### config.mk
export PLATFORM = sky130hd
export DESIGN_NAME = mem0_stage
export DESIGN_NICKNAME = d
export VERILOG_FILES = /design/src/rtl/mem0_stage.sv
export SDC_FILE = /design/constraint.sdc
export NUM_CORES = 1
export LEC_CHECK = 0
export CAP_MARGIN = 20
export CORE_AREA = 2 2 130 132
export CTS_BUF_LIST = sky130_fd_sc_hd__clkbuf_16
export CTS_CLUSTER_SIZE = 24
export DETAILED_ROUTE_END_ITERATION = 8
export DIE_AREA = 0 0 132 134
export PLACE_DENSITY = 0.83
export SYNTH_ARGS = -nofsm -noshare
export SYNTH_HDL_FRONTEND = slang
export SYNTH_SLANG_ARGS = --single-unit
export TNS_END_PERCENT = 50
### constraint.sdc
create_clock -name clk_i -period 2.55 [get_ports clk_i]
set_input_delay 0.51 -clock clk_i [delete_from_list [all_inputs] [get_ports clk_i]]
set_output_delay 0.51 -clock clk_i [all_outputs]
set_load 0.02 [all_outputs]
### src/rtl/mem0_stage.sv
// mem0_stage: first memory pipeline stage; latches the EX->MEM0 bus and issues one data request
// per load/store. Define MEM0_ALIGN_CHECK_EN to suppress misaligned requests and flag ale.
module mem0_stage #(
    parameter int unsigned ADDR_W = 32,
    parameter int unsigned RD_W   = 5
) (
    input  logic                          clk_i,
    input  logic                          rst_i,
    input  logic [6+3*ADDR_W+RD_W:0]      ex2mem0_bus_i,
    input  logic                          ex2mem0_valid_i,
    output logic                          mem0_allow_in_o,
`ifdef MEM0_ALIGN_CHECK_EN
    output logic [9+2*ADDR_W+RD_W:0]      mem02mem1_bus_o,
`else
    output logic [8+2*ADDR_W+RD_W:0]      mem02mem1_bus_o,
`endif
    output logic                          mem02mem1_valid_o,
    input  logic                          mem1_allow_in_i,
    output logic                          data_req_o,
    output logic                          data_wr_o,
    output logic [1:0]                    data_size_o,
    output logic [ADDR_W-1:0]             data_addr_o,
    output logic [3:0]                    data_wstrb_o,
    output logic [ADDR_W-1:0]             data_wdata_o,
    input  logic                          data_addr_ok_i,
    output logic [RD_W-1:0]               ctl_mem0_dest_o,
    output logic [ADDR_W-1:0]             forward_mem0_data_o,
    output logic [ADDR_W-1:0]             ctl_mem0_pc_o
);

    localparam int unsigned InW    = 7 + 3 * ADDR_W + RD_W;
    localparam int unsigned RdLsb  = ADDR_W + 1;
    localparam int unsigned ExLsb  = RdLsb + RD_W;
    localparam int unsigned StLsb  = ExLsb + ADDR_W;
    localparam int unsigned CtlLsb = StLsb + ADDR_W;

    typedef enum logic [1:0] {StIdle, StReq, StDone} state_e;

    state_e           state_q, state_d;
    logic             valid_q, valid_d;
    logic [InW-1:0]   bus_q, bus_d;

    logic [5:0]        in_ctl;
    logic [ADDR_W-1:0] in_exe;
    logic              in_mem_op;
    logic              in_ale;
    logic              accept;
    logic              over;

    logic [5:0]        ctl;
    logic [ADDR_W-1:0] st;
    logic [ADDR_W-1:0] exe;
    logic [RD_W-1:0]   rd;
    logic              rd_we;
    logic [ADDR_W-1:0] pc;
    logic              ale;
    logic              rd_we_out;

`ifdef MEM0_ALIGN_CHECK_EN
    function automatic logic misaligned(input logic [5:0] c, input logic [1:0] a);
        logic bad;
        case (c[3:2])
            2'b00:   bad = 1'b0;
            2'b01:   bad = a[0];
            default: bad = (a != 2'b00);
        endcase
        return (c[5] | c[4]) & bad;
    endfunction
`endif

    assign in_ctl    = ex2mem0_bus_i[CtlLsb +: 6];
    assign in_exe    = ex2mem0_bus_i[ExLsb +: ADDR_W];
    assign in_mem_op = in_ctl[5] | in_ctl[4];

    assign ctl   = bus_q[CtlLsb +: 6];
    assign st    = bus_q[StLsb +: ADDR_W];
    assign exe   = bus_q[ExLsb +: ADDR_W];
    assign rd    = bus_q[RdLsb +: RD_W];
    assign rd_we = bus_q[ADDR_W];
    assign pc    = bus_q[ADDR_W-1:0];

`ifdef MEM0_ALIGN_CHECK_EN
    assign in_ale = misaligned(in_ctl, in_exe[1:0]);
    assign ale    = misaligned(ctl, exe[1:0]);
`else
    assign in_ale = 1'b0;
    assign ale    = 1'b0;
`endif

    assign rd_we_out       = rd_we & ~ale;
    assign over            = (state_q == StDone);
    assign mem0_allow_in_o = ~valid_q | (over & mem1_allow_in_i);
    assign accept          = ex2mem0_valid_i & mem0_allow_in_o;

    always_comb begin
        state_d = state_q;
        valid_d = valid_q;
        bus_d   = bus_q;
        unique case (state_q)
            StReq: begin
                if (data_addr_ok_i) state_d = StDone;
            end
            StDone: begin
                if (mem1_allow_in_i) begin
                    state_d = StIdle;
                    valid_d = 1'b0;
                end
            end
            default: ;
        endcase
        // A new instruction may enter on the same edge the finished one leaves.
        if (accept) begin
            bus_d   = ex2mem0_bus_i;
            valid_d = 1'b1;
            state_d = (in_mem_op & ~in_ale) ? StReq : StDone;
        end
    end

    always_ff @(posedge clk_i) begin
        if (rst_i) begin
            state_q <= StIdle;
            valid_q <= 1'b0;
            bus_q   <= '0;
        end else begin
            state_q <= state_d;
            valid_q <= valid_d;
            bus_q   <= bus_d;
        end
    end

    assign data_req_o        = (state_q == StReq);
    assign mem02mem1_valid_o = over;
    assign data_wr_o         = ctl[4];
    assign data_size_o       = ctl[3:2];
    assign data_addr_o       = exe;

    always_comb begin
        data_wstrb_o = 4'b0000;
        data_wdata_o = st;
        case (ctl[3:2])
            2'b00: begin
                data_wdata_o = {4{st[7:0]}};
                if (ctl[4]) data_wstrb_o = 4'b0001 << exe[1:0];
            end
            2'b01: begin
                data_wdata_o = {2{st[15:0]}};
                if (ctl[4]) data_wstrb_o = 4'b0011 << exe[1:0];
            end
            default: begin
                if (ctl[4]) data_wstrb_o = 4'b1111;
            end
        endcase
    end

`ifdef MEM0_ALIGN_CHECK_EN
    assign mem02mem1_bus_o = {ale, ctl, exe[1:0], exe, rd, rd_we_out, pc};
`else
    assign mem02mem1_bus_o = {ctl, exe[1:0], exe, rd, rd_we_out, pc};
`endif

    assign ctl_mem0_dest_o     = (valid_q & rd_we_out) ? rd : '0;
    assign forward_mem0_data_o = valid_q ? exe : '0;
    assign ctl_mem0_pc_o       = pc;

endmodule

**Word level (Yosys, flattened, before mapping)**

Cells that the tools add are included.
W data, S select, Z words.

- Flip-flop bits (word level): 111
- Bits of input ports: 113
- Output and inout bits: 221
- Logic and storage cells: 37

- Equal/unequal tests: 5
- Shift-type cells: 2
- Multiplexer cells: 15
- Bitwise gates (word level): 6
- Reduce and logical (&&, ||, !) cells: 6

Operators with widths:

| cell | count |
|---|---|
| $pmux W32 S2 | 1 |
| $mux W32 | 1 |
| $mux W4 | 3 |
| $mux W2 | 4 |
| $pmux W4 S2 | 1 |
| $mux W5 | 1 |
| $eq A2 B1 Y1 const B | 2 |
| $pmux W2 S2 | 1 |
| $reduce_bool A2 Y1 | 2 |
| $shl A1 B2 Y4 const A | 1 |
| $shl A2 B2 Y4 const A | 1 |
| $and A1 B1 Y1 | 3 |
| $mux W1 | 3 |
| $ne A3 B1 Y1 const B | 1 |
| $ne A3 B3 Y1 const B | 1 |
| $reduce_and A3 Y1 | 1 |
| $reduce_bool A3 Y1 | 1 |
| $eq A2 B2 Y1 const B | 1 |
| $logic_not A2 Y1 | 1 |
| $or A1 B1 Y1 | 2 |
| $reduce_and A2 Y1 | 1 |
| $not A1 Y1 | 1 |

**Longest topological paths before layout**

- Depth after elaboration: 6
- Depth in mapped cells: 9

**Worst setup path after synthesis**

No wires, ideal clock.

- Path kind: reg-to-output
- Start point: reg bus_q[104]
- End point: out data_wdata_o[24]
- Arrival time: 1298 ps
- Setup slack: 742 ps
- Cell stages (with the launch flop): 5
- Path buffers: 2
- Cells stage by stage: dfxtp_1 > buf_2 > buf_2 > mux2i_1 > o21ai_0

- Word-level cells in the longest chain between the ends: 2
- Elaborated cells on any way between the ends: 3
- Those cells by class: 1 x eq/ne; 1 x mux; 1 x reduce/logical

RTL lines:

| element | RTL line | RTL |
|---|---|---|
| start, declared | 41 | `logic [InW-1:0] bus_q, bus_d;` |
| start signal, assigned | 127 | `bus_q <= bus_d;` |
| $eq A2 B1 Y1 / $logic_not A2 Y1 (equally long branches) | 140 | `case (ctl[3:2])` |
| $pmux W32 S2 (*) | 140 |  |
| end, declared | 24 | `output logic [ADDR_W-1:0] data_wdata_o,` |

Mark *: on every way between the ends. The rest lies on a longest branch, timed or not.

**Worst setup path after layout**

- Start point: reg bus_q[104]
- End point: out data_wdata_o[9]

The elaborated chain is that of the path after synthesis.

==> reports/qor.yml <==
finish:
  fin_nets: 1025
  fillers: 1494
  antenna_cells: 0
  multi_input_area_sq_um: 2416
  drive_gt1_share_pct: 5.934
  fin_area_sq_um: 8733
  syn_to_final_growth_pct: 41.87
  regArea_sq_um: 2223
grt:
  grt_max_degree: 111
  grt_pass1_vias: 5448
  grt_pass1_wl_mm: 29.67
  antenna_found_initial: 0
  grt_use_total_pct: 20.47
  grt-ovfl-total: 0
clocking:
  clk_path_buf_depth: 2
  ctsHoldBuffers: 0
  cts_buffers: 9
  post_cts_buffers: 0
  ctsRootBufferMaster: "clkbuf_16"
  h-tree-depth: 3
  tritoncts: "done"
  clk_latency_ns: 0.34
  clock-sinks: 111
  clk_pin_slew_ns: 0.07
worst_setup_path:
  critPathRequiredTime_ns: 2.04
  startpoint_type: "register"
  critical_path_arrival_ns: 1.91
  endpoint_kind: "primary output"
  criticalPathCategory: "register to primary output"
  crit_fanout: 8
power:
  ir_worst_vdd_mv: 0.2922
  power_density_nw_per_um2: 531.3
  p_leak_uw: 0.003139
  pwr-share-seq_pct: 41.8
  netSwitchingFraction_pct: 30.33
  p_switching_uw: 1407
  p_comb_share_pct: 28.0
  fin_total_pwr_uw: 4640
  power.internal_uw: 3233
  pwr-share-clk_pct: 30.2
synth:
  ys_top_cells_by_area: "dfxtp_1, buf_4, a21oi_1"
  ys.flop_type: "dfxtp_1"
  synth_sequential_area_ratio_pct: 36.10
  syn_inst: 769
  yosys_register_bits: 111
  synthArstFlopShare_pct: 0
  yosys.area.top_type: "dfxtp_1"
  yosysWarnings: 0
  syn_avg_cell_area_sq_um: 8.005
  synth_common_cells: "buf_4, a21oi_1, dfxtp_1"
  synth.distinct_cells: 30
  syn_nets: 888
  synth_most_common_cell: "buf_4"
  syn_area_sq_um: 6156
  synth_top_area_share_pct: 36.10
  synth_edf_count: 0
drt:
  vias: 5724
  dr.pass1.iters: 4
  ant_nets: 0
  drc: 0
  wl_per_cell_microns: 16.79
  wirelength_mm: 18.98
  via_per_inst: 5.065
  drt_iter0_markers: 309
timing:
  fin_setup_tns_ns: 0
  skew_ns: 0.008092
  finalSetupViolCount: 0
  setup_ws_ns: 0.1346
  period_share_pct: 94.72
  hold_viol_final: 0
  slew_headroom_pct: 59.47
  finalCriticalPeriod_ns: 2.415
  slew_viol_final: 0
  clock.fmax_mhz: 414.0
  tightestPinTransition_ns: 0.6079
  rsz0062_at_grt: "false"
hold_path:
  hold_class: "register to register"
run_status:
  status: "finished, final reports clean"
floorplan:
  start_util_pct: 37.79
  die_width_microns: 132
  io-pin-count: 334
  core_sq_um: 16290
  dieHeight_microns: 134
  rows: 47
  die_area_sq_um: 17690
place:
  dp.final_hpwl_mm: 12.91
  place_area_sq_um: 8433
  place_congestion: 0.7824
  dp_slack_ns: 0.3476
  port_buffers: 333
flow_run:
  max_cap_violations: 0
[worst paths after layout]
check                                start              end  slack [ns]  cells after the start
worst max register to register  state_q[0]        bus_q[39]        0.77                      7
worst min register to register   bus_q[95]        bus_q[95]        0.48                      2
worst max-delay path            bus_q[104]  data_wdata_o[9]        0.13                      4
worst min-delay path             bus_q[95]        bus_q[95]        0.48                      2
[metal layers]
metal	track usage, %	part of all wire, %	up-vias
met5	0	0	-
met4	7.428	2.2	0
met3	6.009	7.5	29
met2	34.38	49	226
met1	24.95	41	2703
li1	-	-	2766
[layout make-up]
class,instances,share of cell area (%)
Multi-Input combinational cell,430,27.66
Sequential cell,111,25.46
Timing Repair Buffer,347,40.10
Clock inverter,6,0.7163
Tap cell,220,3.152
Clock buffer,9,2.579
Inverter,7,0.3295
[stage by stage]
stage | utilization [%] | hold WS (ns) | cells
after detailed placement | 51.77 | 0.4668 | 1115
final | 53.61 | 0.4774 | 1130
after floorplan | - | 0.4502 | 769
after global routing | 53.61 | 0.4940 | 1130
after CTS | 53.56 | 0.4764 | 1130
after global placement | 51.77 | 0.4594 | 1115
[logic make-up (layout without fill, tap and decap cells)]
| group | count (synthesis) | in the layout | share of synthesized area [%] |
|---|---|---|---|
| compound gates | 237 | 237 | 19.74 |
| buf+inv | 228 | 369 | 24.78 |
| simple gates | 162 | 162 | 13.76 |
| flops | 111 | 111 | 36.10 |
| mux | 25 | 25 | 4.411 |
| fa+ha+maj | 6 | 6 | 1.219 |
[repair_timing]
action                                  4_1_cts  5_1_grt
gates resized for setup                       1        4
gates cloned                                  0        0
endpoints found under the setup margin        2       13
[sequential cells by signal, indices dropped and copies added (netlist names)]
register  flops
state_q       2
bus_q       108
valid_q       1
[power by group through the flow]
stage	sequential (uW)	clock, uW	combinational (uW)
CTS	1940	1440	1310
global placement	1980	0	1290
floorplan	1940	0	860
finish	1940	1400	1300
global route	1960	1500	1390
detailed placement	1980	0	1300
[placed cells by master, fill, tap and decap left out, types with 2 or more instances in the layout]
cell type        Yosys  layout
nand3_1            108     108
o31ai_1              2       2
nand2_1              9       9
buf_12               0       5
o21ai_0            106     106
o21ai_1             10      10
dfxtp_1            111     110
clkinvlp_4           0       2
clkbuf_16            0       9
a21oi_1            112     112
mux2_2              17      17
and2_1              32      32
o21a_1               4       4
buf_4              153      12
mux2i_1              8       8
and3_1               5       5
inv_1                5       6
ha_1                 6       6
dlymetal6s2s_1       0       3
nor2b_1              2       2
nor2_1               3       3
clkdlybuf4s50_1      0     326
[critical path, cell delays in order (launching register included)]
cell,delay (ns)
dfxtp_2,0.37
nor2_2,0.10
buf_4,0.19
mux2_2,0.35
clkdlybuf4s50_1,0.55
Power figures use the tool's default switching activity.
